===== src/rtl/fp_to_fixed_pkg.sv =====
// fp_to_fixed_pkg: shared definitions for the (S,E,F) -> two's-complement expander.
//   Holds the default widths (kept in step with the FPCVT encoder) and the
//   2-bit FSM state encodings used by fp_to_fixed.
package fp_to_fixed_pkg;

  localparam int D_W_DEF = 12;  // reconstructed value width
  localparam int E_W_DEF = 3;   // exponent width
  localparam int F_W_DEF = 4;   // mantissa width

  typedef enum logic [1:0] {
    ST_IDLE  = 2'd0,
    ST_SHIFT = 2'd1,
    ST_SIGN  = 2'd2,
    ST_DONE  = 2'd3
  } state_t;

endpackage


===== src/rtl/fp_to_fixed_mag_shifter.sv =====
// fp_mag_shifter: loadable D_W-bit left-shift register with an E_W-bit
//   down-counter. The mantissa is loaded zero-extended and shifted left once
//   per enabled cycle until the counter reaches zero.
// Ports:
//   clk, rst   clock / asynchronous active-high reset
//   load_i     load f_i into the register and e_i into the counter
//   shift_i    shift enable; a shift only happens while the counter is non-zero
//   f_i, e_i   mantissa / shift count to load
//   mag_o      current magnitude
//   done_o     counter has reached zero
module fp_mag_shifter
  import fp_to_fixed_pkg::*;
#(
  parameter int D_W = D_W_DEF,
  parameter int E_W = E_W_DEF,
  parameter int F_W = F_W_DEF
) (
  input  logic           clk,
  input  logic           rst,
  input  logic           load_i,
  input  logic           shift_i,
  input  logic [F_W-1:0] f_i,
  input  logic [E_W-1:0] e_i,
  output logic [D_W-1:0] mag_o,
  output logic           done_o
);

  logic [D_W-1:0] mag_q;
  logic [E_W-1:0] cnt_q;

  always_ff @(posedge clk or posedge rst) begin
    if (rst) begin
      mag_q <= '0;
      cnt_q <= '0;
    end else if (load_i) begin
      mag_q <= D_W'(f_i);
      cnt_q <= e_i;
    end else if (shift_i && (cnt_q != '0)) begin
      mag_q <= mag_q << 1;
      cnt_q <= cnt_q - E_W'(1);
    end
  end

  assign mag_o  = mag_q;
  assign done_o = (cnt_q == '0);

endmodule


===== src/rtl/fp_to_fixed.sv =====
// fp_to_fixed: expands a sign/exponent/mantissa word (S,E,F) into a D_W-bit
//   two's-complement value D = +/-(F << E). The magnitude is rebuilt one left
//   shift per clock in fp_mag_shifter; this level owns the handshake FSM,
//   the optional midpoint bias and the negate.
// Ports:
//   clk, rst              clock / asynchronous active-high reset
//   in_valid, in_ready    input handshake (in_ready only in IDLE)
//   S, E, F               sign (1 = negative), exponent, unsigned mantissa
//   out_valid, out_ready  output handshake; D held until accepted
//   D                     reconstructed value
// Optional feature: define FPCVT_MIDPOINT_EN to add 2**(E-1) to non-zero
//   magnitudes with E != 0, giving the centre of the encoder's bin.
// Latency: out_valid rises on the (E+2)th rising edge after the accept edge.
module fp_to_fixed
  import fp_to_fixed_pkg::*;
#(
  parameter int D_W = D_W_DEF,
  parameter int E_W = E_W_DEF,
  parameter int F_W = F_W_DEF
) (
  input  logic           clk,
  input  logic           rst,
  input  logic           in_valid,
  output logic           in_ready,
  input  logic           S,
  input  logic [E_W-1:0] E,
  input  logic [F_W-1:0] F,
  output logic           out_valid,
  input  logic           out_ready,
  output logic [D_W-1:0] D
);

  // Largest magnitude F_max << E_max must fit below the sign bit.
  if (D_W < F_W + (1 << E_W)) begin : g_width_chk
    $error("fp_to_fixed: D_W too small for F_W/E_W");
  end

  state_t         state_q;
  logic           in_ready_q;
  logic           out_valid_q;
  logic [D_W-1:0] d_q;
  logic           s_q;

  logic           load;
  logic           shift_en;
  logic [D_W-1:0] mag;
  logic           sh_done;
  logic [D_W-1:0] mag_adj;
  logic [D_W-1:0] d_d;

  assign load     = (state_q == ST_IDLE) && in_valid;
  assign shift_en = (state_q == ST_SHIFT);

  fp_mag_shifter #(.D_W(D_W), .E_W(E_W), .F_W(F_W)) u_shifter (
    .clk     (clk),
    .rst     (rst),
    .load_i  (load),
    .shift_i (shift_en),
    .f_i     (F),
    .e_i     (E),
    .mag_o   (mag),
    .done_o  (sh_done)
  );

`ifdef FPCVT_MIDPOINT_EN
  // The exponent is only needed after loading to place the midpoint bias.
  logic [E_W-1:0] e_q;
  logic [E_W-1:0] e_m1;

  always_ff @(posedge clk or posedge rst) begin
    if (rst)       e_q <= '0;
    else if (load) e_q <= E;
  end

  assign e_m1 = e_q - E_W'(1);

  // mag != 0 is equivalent to F != 0: shifting never discards set bits.
  always_comb begin
    mag_adj = mag;
    if ((e_q != '0) && (mag != '0))
      mag_adj = mag + (D_W'(1) << e_m1);
  end
`else
  assign mag_adj = mag;
`endif

  // A zero magnitude is passed through untouched so no negative zero appears.
  assign d_d = (s_q && (mag_adj != '0)) ? (-mag_adj) : mag_adj;

  always_ff @(posedge clk or posedge rst) begin
    if (rst) begin
      state_q     <= ST_IDLE;
      in_ready_q  <= 1'b1;
      out_valid_q <= 1'b0;
      d_q         <= '0;
      s_q         <= 1'b0;
    end else begin
      case (state_q)
        ST_IDLE: begin
          if (in_valid) begin
            s_q        <= S;
            in_ready_q <= 1'b0;
            state_q    <= ST_SHIFT;
          end
        end
        ST_SHIFT: begin
          // The shifter steps on its own while enabled; move on once drained.
          if (sh_done) state_q <= ST_SIGN;
        end
        ST_SIGN: begin
          d_q         <= d_d;
          out_valid_q <= 1'b1;
          state_q     <= ST_DONE;
        end
        ST_DONE: begin
          if (out_ready) begin
            out_valid_q <= 1'b0;
            in_ready_q  <= 1'b1;
            state_q     <= ST_IDLE;
          end
        end
        default: state_q <= ST_IDLE;
      endcase
    end
  end

  assign in_ready  = in_ready_q;
  assign out_valid = out_valid_q;
  assign D         = d_q;

endmodule


===== config.mk =====
export PLATFORM = sky130hd
export DESIGN_NAME = fp_to_fixed
export DESIGN_NICKNAME = d
export VERILOG_FILES = /design/src/rtl/fp_to_fixed_pkg.sv /design/src/rtl/fp_to_fixed_mag_shifter.sv /design/src/rtl/fp_to_fixed.sv
export SDC_FILE = /design/constraint.sdc
export NUM_CORES = 1
export LEC_CHECK = 0
export BUFFER_PORTS_ARGS = -buffer_cell sky130_fd_sc_hd__clkbuf_2
export CAP_MARGIN = 5
export CELL_PAD_IN_SITES_DETAIL_PLACEMENT = 0
export CELL_PAD_IN_SITES_GLOBAL_PLACEMENT = 1
export CORE_UTILIZATION = 44
export CTS_BUF_LIST = sky130_fd_sc_hd__clkbuf_8
export CTS_CLUSTER_DIAMETER = 60
export DETAILED_ROUTE_END_ITERATION = 10
export PLACE_DENSITY = 0.81
export SLEW_MARGIN = 20
export SYNTH_ARGS = -nofsm -noshare
export SYNTH_HDL_FRONTEND = slang
export SYNTH_SLANG_ARGS = --single-unit

===== constraint.sdc =====
create_clock -name clk -period 1.9 [get_ports clk]
set_input_delay 0.19 -clock clk [delete_from_list [all_inputs] [get_ports clk]]
set_output_delay 0.19 -clock clk [all_outputs]
set_load 0.02 [all_outputs]

# After elaboration in Yosys (flattened, before gate mapping)
# Cells that the tools add are included.
totals:
  wordCells: 43
  ff_bits: 32
  input_bits: 12
  output_inout_bits: 14
op_classes:
  n_reduce_logical: 14
  n_mux: 14
  addsub: 2
  n_eq_ne: 6
ops:
  columns: ["op", "count"]
  rows:
  - ["$mux 12", 3]
  - ["$neg 12->12", 1]
  - ["$reduce_bool 12->1", 1]
  - ["$pmux 2 s4", 1]
  - ["$mux 2", 3]
  - ["$mux 3", 2]
  - ["$ne 2x2->1 const B", 3]
  - ["$reduce_and 3->1", 2]
  - ["$reduce_bool 2->1", 3]
  - ["$eq 2x2->1 const B", 2]
  - ["$pmux 1 s2", 2]
  - ["$reduce_and 2->1", 2]
  - ["$logic_and 1x1->1", 3]
  - ["$logic_not 3->1", 1]
  - ["$mux 1", 3]
  - ["$reduce_bool 3->1", 1]
  - ["$sub 3x1->3 const B", 1]
  - ["$eq 2x1->1 const B", 1]
  - ["$logic_not 2->1", 1]

# Depth between registers and ports, before layout
depth:
  ltp_word: 4
  mapped_depth: 8
  ltp_nobuf: 7

# By module
# From an unflattened synthesis, not the netlist that was laid out.
unflattened:
  cells_unflattened: 189
  area_unflattened_um2: 1750.4
modules_own_cells:
  columns: ["module", "n_inst", "seq_area_each_um2", "cells_each", "area_per_inst_um2"]
  rows:
  - ["fp_to_fixed", 1, 426.7, 117, 1056.0]
  - ["fp_mag_shifter", 1, 375.4, 72, 694.4]

# Worst setup path before layout
# OpenSTA, ideal clock, no wires.
synth_timing:
  path_type: "register to register"
  start: "register u_shifter.cnt_q[0]"
  end: "register state_q[1]"
  required_ps: 1775
  path_stages_with_launch: 9
  arrival_time_ps: 1650
  setup_ps: 125
  path_buffers: 1
  period_less_slack_ps: 1775
  slack_ps: 125
  cell_sequence: "dfrtp_1 inv_1 ha_1 ha_1 nand2b_1 clkbuf_1 nand2_1 a21oi_1 mux2_2"
synth_between:
  elab_chain_len: 3
synth_lines:
  columns: ["element", "line", "source"]
  rows:
  - ["from (decl)", "fp_to_fixed_mag_shifter.sv:29", "logic [E_W-1:0] cnt_q;"]
  - ["from (signal assigned)", "fp_to_fixed_mag_shifter.sv:37", "cnt_q <= e_i;"]
  - ["from (signal assigned)", "fp_to_fixed_mag_shifter.sv:40", "cnt_q <= cnt_q - E_W'(1);"]
  - ["$logic_not 3->1", "fp_to_fixed_mag_shifter.sv:45", "assign done_o = (cnt_q == '0);"]
  - ["$ne 2x2->1 (no source line)", null, null]
  - ["$reduce_and 3->1 (no source line)", null, null]
  - ["to (signal assigned)", "fp_to_fixed.sv:92", "state_q <= ST_IDLE;"]
  - ["to (signal assigned)", "fp_to_fixed.sv:103", "state_q <= ST_SHIFT;"]
  - ["to (signal assigned)", "fp_to_fixed.sv:108", "if (sh_done) state_q <= ST_SIGN;"]
  - ["to (decl)", "fp_to_fixed.sv:38", "state_t state_q;"]
# No other way between the ends.
# A chain may end at the register's enable or synchronous reset.

# Worst setup path after layout
layout_timing:
  start: "register u_shifter.mag_q[8], in the netlist u_shifter.mag_o[8]"
  end: "register d_q[1], in the netlist D[1]"
layout_between:
  elab_chain_len: 3
layout_lines:
  columns: ["element", "line", "source"]
  rows:
  - ["from (decl)", "fp_to_fixed_mag_shifter.sv:28", "logic [D_W-1:0] mag_q;"]
  - ["from (signal assigned)", "fp_to_fixed_mag_shifter.sv:36", "mag_q <= D_W'(f_i);"]
  - ["from (signal assigned)", "fp_to_fixed_mag_shifter.sv:39", "mag_q <= mag_q << 1;"]
  - ["$reduce_bool 12->1", "fp_to_fixed.sv:88", "assign d_d = (s_q && (mag_adj != '0)) ? (-mag_adj) : mag_adj;"]
  - ["$logic_and 1x1->1", "fp_to_fixed.sv:88", null]
  - ["$mux 12", "fp_to_fixed.sv:88", null]
  - ["to (signal assigned)", "fp_to_fixed.sv:95", "d_q <= '0;"]
  - ["to (signal assigned)", "fp_to_fixed.sv:111", "d_q <= d_d;"]
  - ["to (decl)", "fp_to_fixed.sv:41", "logic [D_W-1:0] d_q;"]
# No other way between the ends.

==> results.ini <==
[sta]
finalHoldViolCount=0
relSlewSlack_pct=67.6
fmax_mhz=563
min_period_ns=1.77
grt_setup_unrepaired=false
fin_skew_ns=0.00364
finalCritPeriodShare_pct=93.4
final.setup.tns_ns=0
final_max_slew_viol_count=0
setup_viol=0
worst_pin_slew_ns=0.480

[routing]
via_per_inst=5.24
drtPass1Iterations=6
ant_nets=0
drc=0
route.detailed.wl_per_inst_um=12.7
vias=1415
routed_wl_um=3440
drt_iter0_markers=90

[worst_setup_path]
crit_start=u_shifter.mag_o[8]
startpoint_type=flop
reg2reg_depth=4
r2r_setup_slack_ns=0.13
crit_chain=or4_4 > or4b_1 > nand3_1 > a31oi_1
slowest_stage=or4_4
critical_path_class=flop to flop
crit_family=simple AND/OR/NAND/NOR gates
arrival_ns=1.93
critPathMaxStageDelay_ns=0.53
path_depth=4
rr_startpoint=u_shifter.mag_o[8]
cp_max_fo=5
worst_ep_required_time_ns=2.06
worstReg2RegEnd=D[1]
end_kind=flop
critPathBufInv=0

[power_and_ir_drop]
static-leakage-power_nw=0.981
pwr-share-seq_pct=29.6
pwr-share-clk_pct=15.7
power_density_mw_per_mm2=1940
combPwrFrac_pct=54.7
switchingPower_mw=1.70
p_int_mw=2.30
switching_share_pct=42.5
peakVddDrop_mv=0.649

[synth]
yosysMostFrequentCell=dfrtp_1
avgSynthCellArea_um2=9.13
yosys.area.top_type=dfrtp_1
synthTopCellsByCount=dfrtp_1 (31), nand2_1 (26), nor2_1 (20)
synthTopCellsByArea=dfrtp_1 (46%), ha_1 (5.9%), nand2_1 (5.7%)
syn_nets=206
ys_seq_area_share_pct=47.2
synth_edf_count=0
yosysWarnings=0
async_reset_ff_share_pct=100
syn_inst=186
synth-main-ff-cell=dfrtp_1
netlist.area_leader.share_pct=45.7
synth-seq-cells=32
synthesis.area_mm2=0.00170
yosysUniqueCellTypes=35

[placement]
gp_congestion=0.853
dp.cells=261
numPortBuffers=25
dp_hpwl_um=2530

[die]
num_rows=22
io_pins=26
die_height_um=64.1
core_area_mm2=0.00369
die_w_um=64.1
start_util_pct=46.0
die_area_mm2=0.00411

[cells_and_area]
final_nets=241
drive_above_1_share_pct=25.7
antenna-diode-count=0
area_growth_pct=21.7
instances_no_fill=270
final_core_util_pct=56.0

[clocking]
cts_made_buffers=5
clock_path_buffers=2
clk_latency_ns=0.28
cts_setup_buffers=0
tritoncts=yes
cts.sink_count=32
cts-root-buf=clkbuf_8
h-tree-depth=2
clk_pin_slew_ns=0.07

[worst_hold_path]
hold_end=u_shifter.mag_o[3]
min_path_type=input pin to flop
hold-path-cell-count=3
hp-start=F[3]

[global_route]
antenna_found_initial=0
grt_pass1_vias=1339
track_usage_pct=19.5
grt_max_degree=33
grt_pass1_wl_um=6050
overflow=0

[run_status]
status=completed

[run]
max-cap-violations=0

layout by cell type (no fill, tap or decap), drive strengths merged, types with 2 or more instances in the layout:
master / n
a31oi: 7
o21ai: 10
xnor2: 2
or4: 7
mux2i: 2
o31ai: 7
or3: 3
a21oi: 19
buf: 14
nand2b: 3
xor2: 3
dfrtp: 31
ha: 8
nand2: 26
inv: 11
nor2: 20
nor3: 4
mux2: 2
clkbuf: 30
logic make-up after synthesis:
family | after synthesis | synth area share, %
flops | 32 | 47.2
buf+inv | 22 | 5.60
simple gates | 70 | 20.9
compound gates | 45 | 15.3
xor+xnor | 5 | 2.58
mux | 4 | 2.51
fa+ha+maj | 8 | 5.90
worst reg2reg max path, cell delays in order (launching register included):
cell and delay [ns]:
dfrtp_2 0.44, or4_4 0.53, or4b_1 0.49, nand3_1 0.11, a31oi_1 0.08
worst max-delay path by stage:
stage	endpoint	slack, ns
CTS	D[8]	0.07
global route	D[9]	0.004
global placement	D[1]	0.14
floorplan	state_q[1]	0.12
detailed placement	D[8]	0.08
finish	D[1]	0.13
metrics by stage:
stage	setup WS (ns)	power, mW	area [um2]	hold WS, ns
after floorplan	0.125	2.75	1700	0.305
after global placement	0.139	3.24	1930	0.271
after detailed placement	0.0809	3.33	1930	0.277
final	0.125	4.00	2070	0.104
after CTS	0.0704	3.96	2050	0.104
after global routing	0.00358	4.35	2070	0.117
timing repair:
action | CTS | global route
endpoints found under the setup margin | 0 | 7
endpoints found under the hold margin | 31 | 0
hold buffers | 1 | 0
resized for setup | 0 | 4
area by class of cell:
cell class | instances | area, um2
repair buffers | 40 | 244
flip-flops and latches | 32 | 803
fillers | 351 | 1620
clock inverters | 3 | 38.8
multi-input cells | 132 | 813
well taps | 48 | 60.1
clock buffers | 5 | 68.8
inverters | 10 | 37.5
state kept, by name, summed over array words and instances (netlist names):
name / flops
out_valid: 1
state_q: 2
s_q: 1
u_shifter.cnt_q: 3
in_ready: 1
u_shifter.mag_o: 12
D: 12
metal layers:
metal  track usage, %  up-vias  wire length, um
met5                0        -                0
met4             11.1        0               81
met3             4.29        9              141
met2             29.9       41             1510
met1             25.3      653             1710
li1                 -      712                -
power groups by stage:
| stage | registers (mW) | clock network, mW | logic, mW |
|---|---|---|---|
| floorplan | 1.39 | 0 | 1.36 |
| global placement | 1.17 | 0 | 2.07 |
| detailed placement | 1.19 | 0 | 2.13 |
| CTS | 1.18 | 0.638 | 2.14 |
| global route | 1.22 | 0.678 | 2.45 |
| finish | 1.18 | 0.627 | 2.19 |
(Power assumes the default switching activity.)
